`src/rtl/addsub_pkg.sv`:
```
// Shared mode encodings, stage-count helper and per-stage control payload for pipelined_addsub.
// Latency: none (declarations only).
// Backpressure: none (declarations only); SATURATE_EN adds the operand sign bit to the payload.
package addsub_pkg;

  localparam logic MODE_ADD = 1'b1;
  localparam logic MODE_SUB = 1'b0;

  // One lookahead block is resolved per stage, so depth is the block count.
  function automatic int calc_nstage(input int width, input int block);
    return width / block;
  endfunction

  // Control bits that travel with a beat. The operand remainders and partial sum are
  // WIDTH-dependent and sit next to this struct inside the top-level stage payload.
  typedef struct packed {
    logic carry;   // carry out of the block resolved by this stage
    logic cmsb;    // carry into the top bit of that block (used for overflow at the last stage)
`ifdef SATURATE_EN
    logic a_msb;   // sign of operand a, picks the clamp direction
`endif
  } stage_ctl_t;

endpackage

```
`src/rtl/pipelined_addsub_cla.sv`:
```
// Combinational carry-lookahead block: BLOCK-bit sum from generate/propagate terms.
// Latency: zero cycles, purely combinational.
// Backpressure: none; the enclosing stage register does all holding.
module cla_block #(
  parameter int BLOCK = 4
) (
  input  logic [BLOCK-1:0] a,
  input  logic [BLOCK-1:0] b,
  input  logic             cin,
  output logic [BLOCK-1:0] sum,
  output logic             cout,
  output logic             cmsb
);

  logic [BLOCK-1:0] g;
  logic [BLOCK-1:0] p;
  logic [BLOCK:0]   c;

  assign g = a & b;
  assign p = a ^ b;

  // Each carry is a flat OR of generate terms gated by propagate chains, not a ripple.
  always_comb begin
    logic cc;
    logic chain;
    c     = '0;
    cc    = 1'b0;
    chain = 1'b0;
    c[0]  = cin;
    for (int i = 0; i < BLOCK; i++) begin
      cc    = g[i];
      chain = p[i];
      for (int j = i - 1; j >= 0; j--) begin
        cc    = cc | (chain & g[j]);
        chain = chain & p[j];
      end
      cc     = cc | (chain & cin);
      c[i+1] = cc;
    end
  end

  assign sum  = p ^ c[BLOCK-1:0];
  assign cout = c[BLOCK];
  assign cmsb = c[BLOCK-1];

endmodule

```
`src/rtl/pipelined_addsub.sv`:
```
// Pipelined carry-lookahead add/sub, one BLOCK-bit lookahead per stage; SATURATE_EN clamps on overflow.
// Latency: NSTAGE = WIDTH/BLOCK cycles from accept edge to registered result.
// Backpressure: single global enable (out_ready | !out_valid); a stall freezes every stage, bubbles kept.
module pipelined_addsub
  import addsub_pkg::*;
#(
  parameter int WIDTH = 16,
  parameter int BLOCK = 4
) (
  input  logic             clk,
  input  logic             rst,
  input  logic             in_valid,
  output logic             in_ready,
  input  logic [WIDTH-1:0] a,
  input  logic [WIDTH-1:0] b,
  input  logic             cin,
  input  logic             mode,
  output logic             out_valid,
  input  logic             out_ready,
  output logic [WIDTH-1:0] sum,
  output logic             cout,
  output logic             of
);

  localparam int NSTAGE = calc_nstage(WIDTH, BLOCK);

  if ((WIDTH % BLOCK) != 0) begin : g_width_check
    $error("pipelined_addsub: WIDTH must be a multiple of BLOCK");
  end

  // Skewed operand remainders (already shifted so the next block sits at bit 0),
  // deskewed partial sum, and the per-beat control bits.
  typedef struct packed {
    logic [WIDTH-1:0] a_rem;
    logic [WIDTH-1:0] b_rem;
    logic [WIDTH-1:0] psum;
    stage_ctl_t       ctl;
  } stage_t;

  stage_t stage_q [NSTAGE];
  logic   vld_q   [NSTAGE];
  logic   en;

  assign out_valid = vld_q[NSTAGE-1];
  assign en        = out_ready | ~out_valid;
  assign in_ready  = en;

  for (genvar k = 0; k < NSTAGE; k++) begin : g_stage
    logic [WIDTH-1:0] a_in;
    logic [WIDTH-1:0] b_in;
    logic [WIDTH-1:0] s_in;
    logic             c_in;
    logic             v_in;
    logic [BLOCK-1:0] blk_sum;
    logic             blk_cout;
    logic             blk_cmsb;
    stage_t           nxt;
`ifdef SATURATE_EN
    logic             msb_in;
`endif

    if (k == 0) begin : g_head
      // Subtraction is folded in here once: invert b and the borrow so later stages only add.
      assign a_in = a;
      assign b_in = (mode == MODE_SUB) ? ~b : b;
      assign c_in = (mode == MODE_ADD) ? cin : ~cin;
      assign s_in = '0;
      assign v_in = in_valid;
`ifdef SATURATE_EN
      assign msb_in = a[WIDTH-1];
`endif
    end else begin : g_body
      assign a_in = stage_q[k-1].a_rem;
      assign b_in = stage_q[k-1].b_rem;
      assign c_in = stage_q[k-1].ctl.carry;
      assign s_in = stage_q[k-1].psum;
      assign v_in = vld_q[k-1];
`ifdef SATURATE_EN
      assign msb_in = stage_q[k-1].ctl.a_msb;
`endif
    end

    cla_block #(.BLOCK(BLOCK)) u_cla (
      .a    (a_in[BLOCK-1:0]),
      .b    (b_in[BLOCK-1:0]),
      .cin  (c_in),
      .sum  (blk_sum),
      .cout (blk_cout),
      .cmsb (blk_cmsb)
    );

    // Consume the low block, shift the remainders down and drop the result block into place.
    always_comb begin
      nxt                        = '0;
      nxt.a_rem                  = a_in >> BLOCK;
      nxt.b_rem                  = b_in >> BLOCK;
      nxt.psum                   = s_in;
      nxt.psum[k*BLOCK +: BLOCK] = blk_sum;
      nxt.ctl.carry              = blk_cout;
      nxt.ctl.cmsb               = blk_cmsb;
`ifdef SATURATE_EN
      nxt.ctl.a_msb              = msb_in;
`endif
    end

    // Stage register: moves only on the global enable so a stall holds data and valid together.
    always_ff @(posedge clk or posedge rst) begin
      if (rst) begin
        vld_q[k]   <= 1'b0;
        stage_q[k] <= '0;
      end else if (en) begin
        vld_q[k]   <= v_in;
        stage_q[k] <= nxt;
      end
    end
  end

  assign cout = stage_q[NSTAGE-1].ctl.carry;
  assign of   = stage_q[NSTAGE-1].ctl.carry ^ stage_q[NSTAGE-1].ctl.cmsb;

`ifdef SATURATE_EN
  // On overflow clamp toward the sign of a; both operands share it when overflow is possible.
  always_comb begin
    sum = stage_q[NSTAGE-1].psum;
    if (of) begin
      sum = stage_q[NSTAGE-1].ctl.a_msb ? {1'b1, {(WIDTH-1){1'b0}}} : {1'b0, {(WIDTH-1){1'b1}}};
    end
  end
`else
  assign sum = stage_q[NSTAGE-1].psum;
`endif

endmodule

```
`config.mk`:
```
export PLATFORM = sky130hd
export DESIGN_NAME = pipelined_addsub
export DESIGN_NICKNAME = d
export VERILOG_FILES = /design/src/rtl/addsub_pkg.sv /design/src/rtl/pipelined_addsub_cla.sv /design/src/rtl/pipelined_addsub.sv
export SDC_FILE = /design/constraint.sdc
export NUM_CORES = 1
export LEC_CHECK = 0
export CORE_AREA = 2 2 111 124
export CTS_BUF_LIST = sky130_fd_sc_hd__clkbuf_16
export CTS_CLUSTER_SIZE = 20
export DETAILED_ROUTE_END_ITERATION = 7
export DIE_AREA = 0 0 113 126
export PLACE_DENSITY = 0.6
export SYNTH_ARGS = -nofsm -noshare
export SYNTH_HDL_FRONTEND = slang
export SYNTH_SLANG_ARGS = --single-unit
```
`constraint.sdc`:
```
create_clock -name clk -period 10.1 [get_ports clk]
set_clock_uncertainty 0.15 [all_clocks]
set_input_delay 2.02 -clock clk [delete_from_list [all_inputs] [get_ports clk]]
set_output_delay 2.02 -clock clk [all_outputs]
set_load 0.02 [all_outputs]
```
==> summary.md, run 1 <==
| Metric | Value |
|---|---|
| Routability cong. | about 0.75 |
| Final worst path period share | 60.9% |
| CP Capture Type | output port |
| Syn Inst Count | 484 |
| Nets | 577 |
| Slowest cell on the critical path | buf_4 |
| Post-CTS resize count | 0 |
| Met1 Use GR | 14.7% |
| CP Data Required Time | between 7 and 8 ns |
| FP Rows | 44 |
| DRC viols | 2 |
| Overflow after GRT | 0 |
| TNS Setup | 0 ns |
| CTS tree | done |
| GRT met2 Usage | just over 20% |
| WL final | 7630 um |
| CP delay by family, top | buffers and inverters |
| DRT iter0 DRCs | 149 |
| Crit start category | input pin |
| GRT Total Usage | 12.0% |
| DRT Pass-1 Iters | 6 |
| Max Cap Viol | 0 |
| Cell Area, Synth | 4460 um2 |
| PnR worst setup slack | 3.95 ns |
| Synth Warn # | 0 |
| IO Port Bufs | 57 |
| Place WS | about 4 ns |
| Num Clock Sinks | 97 |
| # IOs | 58 |
| Top-area cell type share of the netlist area | 54.4% |
| Slew margin rel. | 32.5% |
| Crit path top cell by count | clkdlybuf4s50_1 |
| Post-synthesis net count | around 540 |
| FF-to-FF path depth | 6 |
| Critical path buffers and inverters | 4 |
| Post-CTS Setup Bufs | 0 |
| Antenna viol nets, final | 0 |
| Leakage power | 2.58 nW |
| Hold path startpoint | g_stage[3].s_in[7] |
| Seq/Total Area, Yosys | ~54% |
| Fin. Hold Viols | 0 |
| M3 GR Usage | 3.27% |
| Largest cells by area after synthesis | dfrtp_1 54%, nand2_1 17%, ha_1 5.0% |
| First-pass GRT wire length | 14000 um |
| WHS Path Cells | 2 |
| Slew Viols, Final | 0 |
| CTS buffer count | 9 |
| Sequence of cells on the critical path | clkdlybuf4s50_1 > nor2b_4 > buf_4 > clkinv_2 > clkdlybuf4s50_1 |
| Root Driver | clkbuf_16 |
| Number of synthesized register bits | 97 |
| Longest Clk Path Bufs | 2 |
| Failing checks | design-rule violations |
| FF-to-FF setup slack | 7.63 ns |
| Pin count of the biggest net entering global routing | between 100 and 150 |
| Vias per cell | between 4 and 5 |
| # hold bufs at CTS | 0 |
| Worst VDD drop | about 0.15 mV |
| HPWL Detailed | 5100 um |
| RR Startpoint | out_valid |
| Worst slew pin tran | 1.01 ns |
| Top cell type by total area after synthesis | dfrtp_1 |
| Vias in the first global route | 3142 |
| Max stage delay on crit path | 0.64 ns |
| Worst Hold Class | flop to flop |
| Antenna Cells | 0 |
| Die area | between 10000 and 15000 um2 |
| Crit path time final | about 6.1 ns |
| Max Clock Freq | ~0.16 GHz |
| Area delta synth->final | 19.0% |
| Status | finished with violations |
| Die Span X | 113 um |
| Avg Synthesized Cell Area | 9.22 um2 |
| Post-synthesis cell type count | 26 |
| CP arrival | 3.98 ns |
| Die height | 126 um |
| RSZ-0062 raised after global routing | no |
| CP Class | input pin to output port |
| Total number of vias | about 3.0k |
| Total core area | 13000 um2 |
| Skew-Pair Late Insertion Delay | 0.34 ns |
| CTS H-Tree Depth | 3 |
| Starting Density | 34.3% |
| Total power | between 0.0015 and 0.002 W |
| Hold EP | g_stage[3].s_in[7] |
| Final setup fails | 0 |
| Antenna violations before repair | 0 |
| Layout cells sized above 1 | 4.21% |
| Most Used Layer, Global Route | met2 |
| Worst Path Max Fanout | 88 |
| CTS clk-pin slew, worst paths | roughly 0.060 ns |
| PD cells | 296 nW/um2 |
| Worst r2r dst | g_stage[1].c_in |
| DR WL/cell | 11.2 um |
## Yosys cell counts
library cell	number
nand2_1	205
dfrtp_1	97
a21oi_1	29
nor2_1	22
ha_1	18
buf_4	16
o21ai_0	14
xnor2_1	14
xor2_1	14
buf_2	11
clkbuf_1	11
inv_1	9
a21o_1	5
fa_1	4
a41oi_1	3
o211ai_1	2
buf_6	1
inv_2	1
nand2b_1	1
nand3_1	1
nor2_2	1
nor2b_1	1
nor3_1	1
o21a_1	1
o31ai_1	1
xor2_4	1
## state kept, by name, indices dropped and copies added (netlist names)
| signal | flops |
|---|---|
| cout | 1 |
| g_stage.a_in | 24 |
| g_stage.b_in | 24 |
| g_stage.c_in | 3 |
| g_stage.s_in | 24 |
| g_stage.v_in | 3 |
| out_valid | 1 |
| stage_q | 1 |
| sum | 16 |
## placed cells by master (no fill, tap or decap), types with 5 or more instances in the layout
cell / n
xnor2_1: 14
clkbuf_16: 9
ha_1: 18
o21ai_0: 14
nor2_1: 22
a21oi_1: 29
dfrtp_1: 97
xor2_1: 14
inv_1: 9
clkdlybuf4s50_1: 57
a21o_1: 5
nand2_1: 205
## worst max-delay path by stage
stage                   start        to  slack (ns)  depth (start not counted)
floorplan           out_ready  in_ready        5.23                          5
global placement    out_ready  in_ready        3.93                          5
detailed placement  out_ready  in_ready        3.93                          5
CTS                 out_ready  in_ready        3.91                          5
global route        out_ready  in_ready        3.79                          5
finish              out_ready  in_ready        3.95                          5
## metrics by stage
| stage | hold WS [ns] | instances | util, % | area [um2] |
|---|---|---|---|---|
| final | 0.317 | 683 | 40.9 | 5310 |
| after global routing | 0.333 | 683 | 40.9 | 5310 |
| after CTS | 0.318 | 683 | 40.9 | 5310 |
| after detailed placement | 0.302 | 667 | 38.8 | 5050 |
| after global placement | 0.298 | 667 | 38.8 | 5050 |
| after floorplan | 0.280 | 484 | - | 4460 |
## cell type report
| type | count | area (um2) |
|---|---|---|
| clock buffer | 9 | 225 |
| clock inverter | 7 | 38.8 |
| fill | 1324 | 7680 |
| inverter | 10 | 41.3 |
| multi-input combinational | 338 | 1780 |
| sequential | 97 | 2430 |
| tap | 161 | 201 |
| timing repair buffer | 61 | 601 |
## worst min-delay path, stage by stage (launching register included)
cell and delay, ns:
dfrtp_1 0.34, nand2_1 0.05, nand2_1 0.05
## kinds of logic after synthesis
group | count (synthesis) | share of synthesized area (%)
flops | 97 | 54.4
fa+ha+maj | 22 | 6.84
buf+inv | 49 | 5.95
xor+xnor | 29 | 6.12
simple gates | 232 | 19.7
compound gates | 55 | 6.93
## power by group
group	leakage [nW]	switching [W]	internal [W]
clock network	0.124	0.000138	0.000164
logic	1.30	0.000333	0.000273
registers	1.16	0.0000988	0.000564
total	2.58	0.000570	0.00100
## layer usage
layer | routed length (um) | share of wire, %
met1 | 3630 | 48
met2 | 3560 | 47
met3 | 327 | 4.3
met4 | 111 | 1.5
met5 | 0 | 0
Power figures use the tool's default switching activity.
==> inputs of run 2 (changes only) <==
clock period = 5.82 ns   (was 10.1 ns; I/O delays follow)
==> run 2 against run 1 <==
  * Core utilization up 0.65 points
  * The run still ends with design-rule violations left
  * Sequential power rose by 73%
  * Clock-buffer cell count stayed put
  * Largest power group unchanged
  * Final area grew 1.6%
  * Setup slack worse by 1.9 ns
  * Sequential cell count did not move
  * Wire length up 3.7%
  * Combinational power is 75% higher
  * Critical path type unchanged
  * Highest routed layer unchanged
  * Register-to-register slack lost 3.8 ns
==> summary.md, run 2 (synthesized netlist as in run 1, its figures left out) <==
| Metric | Value |
|---|---|
| Status | finished with violations |
| Failing checks | design-rule violations |
| Worst Path Max Fanout | 2 |
| Worst r2r dst | g_stage[1].c_in |
| RR Startpoint | out_valid |
| Num Clock Sinks | 97 |
| Met1 Use GR | 16.4% |
| GRT met2 Usage | a little under a fifth |
| Reg power frac | 39.6% |
| RSZ-0062 raised after global routing | no |
| Fin. Hold Viols | 0 |
| PnR worst setup slack | 2.08 ns |
| Starting Density | 34.3% |
| # IOs | 58 |
| Antenna violations before repair | 0 |
| Die height | roughly 130 um |
| Antenna viol nets, final | 0 |
| Overflow after GRT | 0 |
| Die Span X | 113 um |
| Worst slew pin tran | 1.14 ns |
| Die area | around 14000 um2 |
| CTS H-Tree Depth | 3 |
| Clk pwr share | 24.0% |
| GRT Total Usage | 12.1% |
| CP Capture Type | output port |
| Max stage delay on crit path | 0.54 ns |
| Commonest non-fill, non-tap cells in the layout | 205 x nand2_1, 97 x dfrtp_1, 57 x clkdlybuf4s50_1 |
| CP Class | input pin to output port |
| Leakage power | 2.62 nW |
| Placed cells | between 600 and 700 |
| # hold bufs at CTS | 0 |
| Max Cap Viol | 0 |
| Internal | ~0.0019 W |
| CP arrival | ~2.4 ns |
| FP Rows | 44 |
| CTS clk-pin slew, worst paths | 0.07 ns |
| HPWL Detailed | 5290 um |
| Hold EP | out_valid |
| Slew margin rel. | 23.8% |
| Antenna Cells | 0 |
| Total core area | about 13000 um2 |
| FF-to-FF setup slack | 3.87 ns |
| Vias per cell | 4.54 |
| IO Port Bufs | 57 |
| Pin count of the biggest net entering global routing | roughly 110 |
| Post-Layout Cell Count | just under 700 |
| Skew-Pair Late Insertion Delay | about 0.34 ns |
| Longest Clk Path Bufs | 2 |
| Slew Viols, Final | 0 |
| M3 GR Usage | 2.45% |
| Sequence of cells on the critical path | clkdlybuf4s50_1 > nor2b_4 > clkinv_2 > clkdlybuf4s50_1 |
| Commonest non-fill, non-tap cell in the layout | nand2_1 |
| TNS Setup | 0 ns |
| Post-CTS resize count | 0 |
| Max Clock Freq | approximately 0.27 GHz |
| Net Sw Power | 0.000992 W |
| DRT iter0 DRCs | ~170 |
| First-pass GRT wire length | between 10000 and 15000 um |
| Fill count | 1277 |
| PD cells | 538 nW/um2 |
| Combinational Power Share | a little over a third |
| Total number of vias | 3091 |
| Crit start category | input pin |
| Crit path time final | 3.74 ns |
| Hold path startpoint | g_stage[3].v_in |
| DRT Pass-1 Iters | 8 |
| WL final | 7910 um |
| CTS buffer count | 9 |
| CP Data Required Time | 4.51 ns |
| Worst Hold Class | flop to flop |
| WHS Path Cells | 1 |
| FF-to-FF path depth | 5 |
| Most Used Layer, Global Route | met2 |
| Vias in the first global route | between 3k and 4k |
| Slowest cell on the critical path | clkdlybuf4s50_1 |
| Post-CTS Setup Bufs | 0 |
| DRC viols | 2 |
| Crit path top cell by count | clkdlybuf4s50_1 |
| Nets | approximately 580 |
| Final worst path period share | 64.2% |
| Root Driver | clkbuf_16 |
| Switching share of power | around a third |
| Final setup fails | 0 |
| CTS tree | done |
| DR WL/cell | roughly 12 um |
| Place WS | roughly 1.7 ns |
| Layout cells sized above 1 | 4.23% |
| Routability cong. | 0.740 |
| Area delta synth->final | 21.0% |
| Worst VDD drop | 0.284 mV |
-- run 2: changes by cell type in the layout (fill, tap and decap cells not counted), sizes merged --
| cell | change |
|---|---|
| buf | -1 |
| bufinv | +4 |
| clkinv | -2 |
| clkinvlp | -2 |
| inv | -1 |
-- run 2: stage by stage --
stage / cell area (um2) / total power, W / utilization [%] / hold slack [ns]
floorplan: 4460 / 0.00197 / - / 0.280
global placement: 5040 / 0.00220 / 38.8 / 0.298
detailed placement: 5040 / 0.00224 / 38.8 / 0.297
CTS: 5400 / 0.00295 / 41.5 / 0.303
global route: 5400 / 0.00316 / 41.5 / 0.334
finish: 5400 / 0.00290 / 41.5 / 0.299
-- run 2: metal layers --
metal  vias to the layer above  wire length, um  part of all wire (%)
met4                         0              172                   2.2
met3                        13              316                   4.0
met2                        61             3550                    45
met5                         -                0                     0
met1                      1441             3870                    49
li1                       1576                -                     -
-- run 2: area by class of cell --
cell class                      count  area, um2  share of cell area [%]
Clock buffer                        9        225                    4.17
Sequential cell                    97       2430                    45.0
Tap cell                          161        201                    3.73
Clock inverter                      6        131                    2.44
Inverter                           10       41.3                   0.765
Multi-Input combinational cell    338       1780                    32.9
Timing Repair Buffer               60        593                    11.0
-- run 2: power by group through the flow --
stage | Sequential (W) | Combinational, W | Clock [W]
3_5_place_dp | 0.00117 | 0.00107 | 0
2_1_floorplan | 0.00113 | 0.000849 | 0
3_3_place_gp | 0.00116 | 0.00105 | 0
6_report | 0.00115 | 0.00106 | 0.000697
4_1_cts | 0.00116 | 0.00107 | 0.000716
5_1_grt | 0.00120 | 0.00121 | 0.000749
-- run 2: worst max-delay path by stage --
stage | startpoint | end | slack [ns]
6_report | out_ready | in_ready | 2.08
5_1_grt | mode | g_stage[1].s_in[3] | 1.97
4_1_cts | out_ready | in_ready | 2.06
3_5_place_dp | mode | g_stage[1].s_in[3] | 1.72
3_3_place_gp | mode | g_stage[1].s_in[3] | 1.91
2_1_floorplan | rst | cout | 1.97
-- run 2: critical path: cells and delay by family --
kind          cells  cell delay (ns)
buf+inv           3             1.06
simple gates      1             0.19
==> inputs of run 3 (changes only) <==
clock period = 3.7 ns   (was 5.82 ns; I/O delays follow)
==> run 3 against run 2 <==
  * Sequential cell count did not move
  * Hold slack better by 0.013 ns
  * Global-route usage increased by 0.44 points
  * Clock-buffer cell count unchanged
  * First-iteration DRC count fell by 6.6%
  * Wire length increased by 1.3%
  * Critical path type unchanged
  * The run still ends with design-rule violations left
==> summary.md, run 3 (synthesized netlist as in run 1, its figures left out) <==
| Metric | Value |
|---|---|
| Max stage delay on crit path | 0.54 ns |
| CTS buffer count | 9 |
| RR Startpoint | out_valid |
| WP depth | 4 |
| Worst Path Max Fanout | 2 |
| Area delta synth->final | 19.3% |
| CTS H-Tree Depth | 3 |
| Final worst path period share | 79.2% |
| Critical path buffers and inverters | 3 |
| Routability cong. | 0.765 |
| WL final | 8010 um |
| HPWL Detailed | 5510 um |
| GRT Total Usage | between 10% and 20% |
| Slowest cell on the critical path | clkdlybuf4s50_1 |
| CP Class | input pin to output port |
| CP Capture Type | output port |
| PD cells | 810 nW/um2 |
| Pin count of the biggest net entering global routing | 108 |
| Max Cap Viol | 0 |
| Crit path top cell by count | clkdlybuf4s50_1 |
| Die area | 14200 um2 |
| Antenna violations before repair | 0 |
| Failing checks | design-rule violations |
| Total core area | 13000 um2 |
| Die height | 126 um |
| CTS clk-pin slew, worst paths | 0.06 ns |
| Num Clock Sinks | 97 |
| Leakage power | between 2 and 3 nW |
| Slew Viols, Final | 0 |
| Fin. Hold Viols | 0 |
| DR WL/cell | 11.7 um |
| Antenna Cells | 0 |
| Max Clock Freq | 0.341 GHz |
| Final setup fails | 0 |
| DR WL met2 | 3690 um |
| Final Hold Slack | between 0.3 and 0.4 ns |
| Sequence of cells on the critical path | clkdlybuf4s50_1 > nor2b_4 > clkinv_2 > clkdlybuf4s50_1 |
| CP arrival | slightly above 2 ns |
| Worst slew pin tran | ~1 ns |
| Vias per cell | 4.44 |
| Crit start category | input pin |
| WL met3 | 281 um |
| PnR worst setup slack | 0.771 ns |
| Commonest non-fill, non-tap cells in the layout | 205 x nand2_1, 97 x dfrtp_1, 57 x clkdlybuf4s50_1 |
| FP Rows | 44 |
| # hold bufs at CTS | 0 |
| Longest Clk Path Bufs | 2 |
| DRC viols | 2 |
| Worst r2r dst | g_stage[1].c_in |
| WHS Path Cells | 2 |
| Worst Hold Class | flop to flop |
| Post-CTS Setup Bufs | 0 |
| Worst VDD drop | about 0.43 mV |
| CP Data Required Time | 2.81 ns |
| Status | finished with violations |
| Nets | 577 |
| Die Span X | 113 um |
| Skew-Pair Late Insertion Delay | 0.34 ns |
| Root Driver | clkbuf_16 |
| Slew margin rel. | about a third |
| Starting Density | 34.3% |
| Hold EP | g_stage[3].v_in |
| DRT Pass-1 Iters | 7 |
| Antenna viol nets, final | 0 |
| FF-to-FF setup slack | about 1.7 ns |
| First-pass GRT wire length | between 10000 and 15000 um |
| Overflow after GRT | 0 |
| Highest Signal Layer | met4 |
| RSZ-0062 raised after global routing | no |
| Crit path time final | 2.93 ns |
| Layout cells sized above 1 | around 4.4% |
| Commonest non-fill, non-tap cell in the layout | nand2_1 |
| Total number of vias | 3035 |
| DRT iter0 DRCs | 155 |
| CP delay by family, top | buffers and inverters |
| TNS Setup | 0 ns |
| Place WS | 0.782 ns |
| # IOs | 58 |
| IO Port Bufs | 57 |
| Vias in the first global route | 3237 |
| CTS tree | done |
| Met1 wire length | ~3800 um |
| Post-CTS resize count | 0 |
| Hold path startpoint | g_stage[3].v_in |
| FF-to-FF path depth | 5 |
[run 3: worst max path at each step]
stage / end / slack [ns] / start
floorplan: cout / 0.28 / rst
global placement: in_ready / 0.78 / out_ready
detailed placement: g_stage[1].c_in / 0.78 / mode
CTS: in_ready / 0.77 / out_ready
global route: in_ready / 0.74 / out_ready
finish: in_ready / 0.77 / out_ready
[run 3: worst register-to-register path, stage by stage (launching register included)]
cell and delay [ns]:
dfrtp_1 0.37, nor2b_4 0.15, clkinv_2 0.05, buf_4 0.75
o211ai_1 0.27, o211ai_1 0.17
[run 3: layer usage]
metal | up-vias | track usage (%)
met3 | 15 | 2.31
met2 | 53 | 20.2
met1 | 1393 | 16.1
met5 | - | 0
li1 | 1574 | -
met4 | 0 | 6.74
[run 3: final cells by class]
type	count	area [um2]
Timing Repair Buffer	61	613
Fill cell	1328	7670
Tap cell	161	201
Multi-Input combinational cell	338	1780
Inverter	10	41.3
Clock inverter	7	37.5
Clock buffer	9	225
Sequential cell	97	2430
[run 3: metrics by stage]
stage / cells / utilization, % / power [W] / area (um2)
after floorplan: 484 / - / 0.00311 / 4460
after global placement: 667 / 38.9 / 0.00347 / 5060
after detailed placement: 667 / 38.9 / 0.00354 / 5060
after CTS: 683 / 41.0 / 0.00438 / 5320
after global routing: 683 / 41.0 / 0.00473 / 5320
final: 683 / 41.0 / 0.00431 / 5320
[run 3: power by group]
part           internal, W  total (W)  switching, W  leakage [nW]
clock network     0.000447   0.000822      0.000375         0.126
logic             0.000748    0.00168      0.000928          1.30
registers          0.00154    0.00181      0.000270          1.16
